<file path="config.mk">
export PLATFORM = sky130hd
export DESIGN_NAME = div_ctrl
export DESIGN_NICKNAME = d
export VERILOG_FILES = /design/src/rtl/div_ctrl.sv
export SDC_FILE = /design/constraint.sdc
export NUM_CORES = 1
export LEC_CHECK = 0
export BUFFER_PORTS_ARGS = -buffer_cell sky130_fd_sc_hd__buf_2
export CAP_MARGIN = 20
export CELL_PAD_IN_SITES_DETAIL_PLACEMENT = 1
export CELL_PAD_IN_SITES_GLOBAL_PLACEMENT = 2
export CORE_MARGIN = 2
export CORE_UTILIZATION = 26
export CTS_BUF_LIST = sky130_fd_sc_hd__clkbuf_2 sky130_fd_sc_hd__clkbuf_4 sky130_fd_sc_hd__clkbuf_8
export DETAILED_ROUTE_END_ITERATION = 10
export PLACE_DENSITY_LB_ADDON = 0.2
export SYNTH_ARGS = -nofsm -noshare
export SYNTH_HDL_FRONTEND = slang
export SYNTH_SLANG_ARGS = --single-unit
</file>
<file path="constraint.sdc">
create_clock -name clk -period 1.6 [get_ports clk]
set_input_delay 0.24 -clock clk [delete_from_list [all_inputs] [get_ports clk]]
set_output_delay 0.24 -clock clk [all_outputs]
set_load 0.05 [all_outputs]
</file>
<file path="src/rtl/div_ctrl.sv">
// Sequencing controller between EX and the iterative divider: launch, stall, HI/LO commit, flush drain.
// Optional watchdog fault detection is compiled in with DIV_WATCHDOG_EN.
module div_ctrl #(
   parameter int WATCHDOG_CYCLES = 100
) (
   input  logic        clk,
   input  logic        rst,
   input  logic        req_valid,
   input  logic        req_sign,
   input  logic [31:0] req_a,
   input  logic [31:0] req_b,
   input  logic        flush,
   output logic        stall_req,
   output logic        hilo_we,
   output logic [31:0] hi_wdata,
   output logic [31:0] lo_wdata,
   output logic        div_valid,
   output logic        div_sign,
   output logic [31:0] div_a,
   output logic [31:0] div_b,
   input  logic        div_busy,
   input  logic [63:0] div_result,
   output logic        div_err
);

   typedef enum logic [2:0] {
      ST_IDLE   = 3'd0,
      ST_LAUNCH = 3'd1,
      ST_WAIT   = 3'd2,
      ST_DONE   = 3'd3,
      ST_DRAIN  = 3'd4
   } state_t;

   state_t state_r;
   logic   wd_fire_s;

`ifdef DIV_WATCHDOG_EN
   localparam int CNT_W = ($clog2(WATCHDOG_CYCLES + 1) > 7) ? $clog2(WATCHDOG_CYCLES + 1) : 7;
   localparam logic [CNT_W-1:0] WD_LIMIT = CNT_W'(WATCHDOG_CYCLES - 1);

   logic [CNT_W-1:0] wd_cnt_r;

   // Fires on the last allowed WAIT/DRAIN cycle while the divider is still busy
   always_comb begin
      wd_fire_s = 1'b0;
      if (div_busy && (wd_cnt_r >= WD_LIMIT)) begin
         if (state_r == ST_DRAIN) begin
            wd_fire_s = 1'b1;
         end else if (state_r == ST_WAIT) begin
            wd_fire_s = !flush;
         end else begin
            wd_fire_s = 1'b0;
         end
      end else begin
         wd_fire_s = 1'b0;
      end
   end

   // Watchdog cycle counter and sticky fault flag
   always_ff @(posedge clk) begin
      if (rst) begin
         wd_cnt_r <= {CNT_W{1'b0}};
         div_err  <= 1'b0;
      end else begin
         if (state_r == ST_LAUNCH) begin
            wd_cnt_r <= {CNT_W{1'b0}};
         end else if ((state_r == ST_WAIT) || (state_r == ST_DRAIN)) begin
            wd_cnt_r <= wd_cnt_r + CNT_W'(1);
         end else begin
            wd_cnt_r <= wd_cnt_r;
         end
         if (wd_fire_s) begin
            div_err <= 1'b1;
         end else begin
            div_err <= div_err;
         end
      end
   end
`else
   assign wd_fire_s = 1'b0;
   assign div_err   = 1'b0;
   // The watchdog limit has no meaning without the watchdog itself
   if (WATCHDOG_CYCLES < 1) begin : g_wd_limit_unused
   end
`endif

   // Main sequencer: operand latching, launch pulse, result capture
   always_ff @(posedge clk) begin
      if (rst) begin
         state_r   <= ST_IDLE;
         div_valid <= 1'b0;
         div_sign  <= 1'b0;
         div_a     <= 32'd0;
         div_b     <= 32'd0;
         hi_wdata  <= 32'd0;
         lo_wdata  <= 32'd0;
      end else begin
         div_valid <= 1'b0;
         case (state_r)
            ST_IDLE: begin
               if (req_valid && !flush) begin
                  if (req_b != 32'd0) begin
                     div_sign  <= req_sign;
                     div_a     <= req_a;
                     div_b     <= req_b;
                     div_valid <= 1'b1;
                     state_r   <= ST_LAUNCH;
                  end else begin
                     // Zero divisor never terminates in the divider; answer locally
                     hi_wdata <= req_a;
                     lo_wdata <= 32'hFFFF_FFFF;
                     state_r  <= ST_DONE;
                  end
               end else begin
                  state_r <= ST_IDLE;
               end
            end
            ST_LAUNCH: begin
               state_r <= flush ? ST_DRAIN : ST_WAIT;
            end
            ST_WAIT: begin
               if (flush) begin
                  state_r <= ST_DRAIN;
               end else if (!div_busy) begin
                  {hi_wdata, lo_wdata} <= div_result;
                  state_r              <= ST_DONE;
               end else if (wd_fire_s) begin
                  state_r <= ST_IDLE;
               end else begin
                  state_r <= ST_WAIT;
               end
            end
            ST_DONE: begin
               state_r <= ST_IDLE;
            end
            ST_DRAIN: begin
               if (!div_busy || wd_fire_s) begin
                  state_r <= ST_IDLE;
               end else begin
                  state_r <= ST_DRAIN;
               end
            end
            default: begin
               state_r <= ST_IDLE;
            end
         endcase
      end
   end

   // Pipeline hold and HI/LO write strobe decoded from the current state
   always_comb begin
      stall_req = 1'b0;
      hilo_we   = 1'b0;
      case (state_r)
         ST_IDLE:   stall_req = req_valid && !flush;
         ST_LAUNCH: stall_req = 1'b1;
         ST_WAIT:   stall_req = 1'b1;
         ST_DONE:   hilo_we   = !flush;
         ST_DRAIN:  stall_req = req_valid;
         default: begin
            stall_req = 1'b0;
            hilo_we   = 1'b0;
         end
      endcase
   end

endmodule

</file>
# Yosys cells after proc, flatten, opt, wreduce, memory -nomap -nowiden
# Index checks and enable logic that the tools add are counted.
[classes]
add_sub_neg = 0
n_mul = 0
div = 0
order_cmp = 0
eq_ne = 8
n_shift = 0
mux = 20
bitwise_logic = 2
n_reduce_logical = 9
[ops]
columns = ["cell", "n"]
rows = [
  ["32-bit 2-to-1 mux", 8],
  ["32-bit case mux with 2 select lines", 2],
  ["32-bit nonzero test", 1],
  ["3-bit 2-to-1 mux", 4],
  ["3-bit case mux with 4 select lines", 1],
  ["2-bit != test, second input constant", 4],
  ["3-bit by 2-bit == test with 1-bit output, second input constant", 2],
  ["5-bit AND reduction", 1],
  ["3-bit by 1-bit == test with 1-bit output, second input constant", 1],
  ["3-bit == test, second input constant", 1],
  ["3-bit zero test", 1],
  ["1-bit 2-to-1 mux", 3],
  ["1-bit case mux with 3 select lines", 1],
  ["3-bit AND reduction", 1],
  ["3-bit OR reduction", 1],
  ["2-bit 2-to-1 mux", 1],
  ["1-bit inverter", 2],
  ["2-bit nonzero test", 1],
  ["2-bit OR reduction", 1],
  ["1-bit logical AND", 1],
  ["1-bit zero test", 1],
]
[totals]
register_bits = 133
latch_bits = 0
ram_bits = 0
romBits = 0
input_bits = 134
wordCells = 46
n_memories = 0

# Depth between registers and ports, before layout
[depth]
word_depth = 4
mapped_depth = 7
mapped_depth_nobuf = 4

# Least setup slack after synthesis
# No wires, ideal clock.
[synth_path]
path_type = "reg2out"
from = "reg state_r[1]"
to = "out hilo_we"
t_arrival_ps = 1799
required_ps = 1360
path_slack_ps = -439
stages_incl_launch_ff = 4
path_buffers = 1
path_cell_list = "dfxtp_1 -> clkbuf_1 -> nand2_1 -> nor3_1"
[synth_via]
elab_chain_len = 2
[synth_rtl]
columns = ["element", "line", "rtl"]
rows = [
  ["from (decl)", "34", "state_t state_r;"],
  ["from (signal assigned)", "119", "state_r <= flush ? ST_DRAIN : ST_WAIT;"],
  ["3-bit by 2-bit == test with 1-bit output", "154", "case (state_r)"],
  ["1-bit 2-to-1 mux", "154", ""],
  ["to (decl)", "14", "output logic hilo_we,"],
]
# No other way between the ends.

# Worst setup path after layout
[layout_path]
from = "reg state_r[2]"
to = "reg div_b[27]"
[layout_via]
elab_chain_len = 2
[layout_rtl]
columns = ["element", "line", "rtl"]
rows = [
  ["3-bit zero test", "99", "case (state_r)"],
  ["3-bit AND reduction (no source line)", "n/a", ""],
  ["to (signal assigned)", "105", "div_b <= req_b;"],
  ["to (decl)", "20", "output logic [31:0] div_b,"],
]
# No other way between the ends.
# A chain may end at the register's enable or synchronous reset.

==> flow_summary.json <==
{
  "status": "finished, violations left",
  "ctsRootBufferMaster": "clkbuf_8",
  "relSlewSlack_pct": 59.5,
  "synth_top_area_share_pct": 40.9,
  "switching_power_uw": 2640,
  "cts_htree_levels": 4,
  "synth_fp_nets": 831,
  "violations": "setup timing",
  "final-max-slew-violation-count": 0,
  "grt_antenna_before_repair": 1,
  "cap_violations": 0,
  "syn_avg_cell_area_sq_um": 9.33,
  "io_buffer_count": 265,
  "power_frac_seq_pct": 42.0,
  "cts_tree": "yes",
  "hold_violations": 0,
  "crit_type": "reg2reg",
  "leakage_uw": 0.00446,
  "netlist_instances": 697,
  "p_per_area_nw_per_um2": 819,
  "routedWlPerCell_microns": 19.3,
  "cp_max_fo": 12,
  "synth_warnings": 0,
  "clk-insertion-delay-late_ps": 460,
  "clock_skew_ps": 17.6,
  "synth_top_cell_by_area": "dfxtp_1",
  "final_core_util_pct": 41.5,
  "fin_nets": 1133,
  "tightest_slew_ps": 607,
  "place_congestion": 0.725,
  "setup_violations": 130,
  "grt_pass1_wl_microns": 36600,
  "hp-class": "in2reg",
  "grt_usage_pct": 17.7,
  "dpl-instance-area_sq_um": 8580,
  "numCtsBuffers": 17,
  "area_growth_pct": 56.1,
  "hpwl_microns": 15700,
  "pwr-share-comb_pct": 21.7,
  "fin_area_sq_um": 10200,
  "dr_total_vias": 6509,
  "period_needed_ps": 1760,
  "grt_pass1_vias": 6503,
  "syn-cell-area_sq_um": 6510,
  "ys_ff_latch": 133,
  "p_int_uw": 5670,
  "clock-sinks": 133,
  "wirelength_microns": 25800,
  "seq_area_frac_synth_pct": 40.9,
  "ir_drop_uv": 373,
  "row_count": 57,
  "post_drt_via_cell_ratio": 4.87,
  "clockBufferDepth": 2,
  "setup_slack_ps": -165,
  "rsz0062_at_grt": "yes",
  "min_period_over_period_pct": 110,
  "clock.fmax_ghz": 0.567,
  "die_x_microns": 162,
  "drc": 0,
  "worstPathArrival_ps": 2110,
  "die_height_microns": 162,
  "clk_pin_slew_ps": 90,
  "pin_count": 267,
  "cp-end-kind": "flop",
  "holdBufCountCts": 0,
  "dr.pass1.iters": 4,
  "postRouteAntennaNets": 0,
  "grt_max_degree": 102,
  "drive_above_1_share_pct": 50.5,
  "drt_iter0_markers": 266,
  "cp.required_ps": 1940,
  "fillers": 2830,
  "grt_overflow": 0,
  "ys_types": 37,
  "start_util_pct": 26.6,
  "clockPowerShare_pct": 36.3,
  "dieArea_sq_um": 26300,
  "synth_area_leaders": "dfxtp_1 (41%), nand2b_1 (13%), mux2i_1 (10%)",
  "start_kind": "flop",
  "switching_share_pct": 31.8,
  "core_area_sq_um": 24500
}
## stage by stage
stage          setup TNS [ps]  total power [uW]  setup WS, ps  hold WS [ps]  std cells
2_1_floorplan           -2070              4520          -101           384        697
3_3_place_gp           -32820              5070          -276           457       1277
3_5_place_dp           -32870              5080          -284           464       1277
4_1_cts                -10010              8270          -145          8.57       1321
5_1_grt                -20670              8730          -215          13.5       1337
6_report               -13160              8320          -165          39.4       1337
## timing repair
action	4_1_cts	5_1_grt
cloned	5	12
gates resized for setup	30	113
buffers inserted	7	6
pin swaps	6	45
setup endpoints to repair	131	131
## layout make-up
cell class	count	area, sq um	share of cell area (%)
clock buffer	20	269	2.65
clock inverter	12	143	1.40
sequential	133	2670	26.3
inverter	33	124	1.22
multi-input combinational	460	4080	40.1
timing repair buffer	354	2470	24.3
tap	324	405	3.99
antenna	1	2.50	0.0246
## logic make-up (layout without fill, tap and decap cells)
logic type | after synthesis | in the layout | share of synthesized area, %
AOI/OAI and AO/OA | 134 | 135 | 15.4
xor gates and xnor gates | 1 | 1 | 0.135
buffers and inverters | 105 | 419 | 7.21
DFF | 133 | 133 | 40.9
muxes | 98 | 98 | 15.7
other | 1 | 2 | 0.0576
and+or+nand+nor | 225 | 225 | 20.6
## registers in the layout, summed over array words and instances, names as in the netlist
signal,count
div_a,32
div_b,32
div_sign,1
div_valid,1
hi_wdata,32
lo_wdata,32
state_r,3
## worst max-delay path, stage by stage, from the launching register on
cell	delay (ps)
dfxtp_4	370
buf_6	120
nor3_4	260
nand2_2	140
buf_4	170
a211o_4	310
buf_12	170
mux2i_1	120
## final timing paths
path | startpoint | to | slack [ps] | cells past startpoint
max reg2reg | state_r[2]$_SDFF_PP0_ | div_b[27]$_SDFFE_PP0P_ | -160 | 7
min reg2reg | div_b[13]$_SDFFE_PP0P_ | div_b[13]$_SDFFE_PP0P_ | 480 | 2
max | state_r[2]$_SDFF_PP0_ | div_b[27]$_SDFFE_PP0P_ | -160 | 7
min | req_a[25] | div_a[25]$_SDFFE_PP0P_ | 40 | 3
## placed cells by master, fill, tap and decap left out, drive strengths merged, types with 9 or more instances in the layout
master	count
nand2b	130
dfxtp	133
a211oi	32
o22ai	32
nand4	32
a22oi	32
mux2i	66
clkbuf	28
nand2	35
buf	346
o221ai	32
nor4	9
mux2	32
inv	38
## layer usage
metal / GRT usage [%] / wire length (microns)
met4: 5.03 / 338
met2: 27.7 / 11800
met3: 5.03 / 1730
met5: 0 / 0
met1: 23.8 / 12000
## synth_stat cells
master,instances
nand4_1,32
nor2_1,4
buf_4,1
mux2_2,32
nand3b_1,1
clkbuf_2,1
conb_1,1
and4_1,2
nand2_1,35
xor2_1,1
o32ai_1,1
nor3_4,1
inv_1,33
or2_2,1
nand3_1,2
and4b_1,1
o22ai_1,32
nor3b_2,1
nor3_1,1
a21oi_1,3
nor2b_1,1
o221ai_1,32
a32oi_1,1
a211oi_1,32
mux2i_1,66
dfxtp_1,133
buf_6,6
buf_2,20
a211o_1,1
and3_1,1
nor4_1,9
and3b_1,1
a22oi_1,32
clkbuf_1,44
and2_1,1
nand2b_1,130
or4b_2,1
## power by group through the flow
stage | clock network (uW) | registers, uW | logic (uW)
floorplan | 0 | 3970 | 555
global placement | 0 | 3570 | 1500
detailed placement | 0 | 3570 | 1510
CTS | 3150 | 3500 | 1620
global route | 3300 | 3510 | 1910
finish | 3020 | 3500 | 1800
Power figures use the tool's default switching activity.
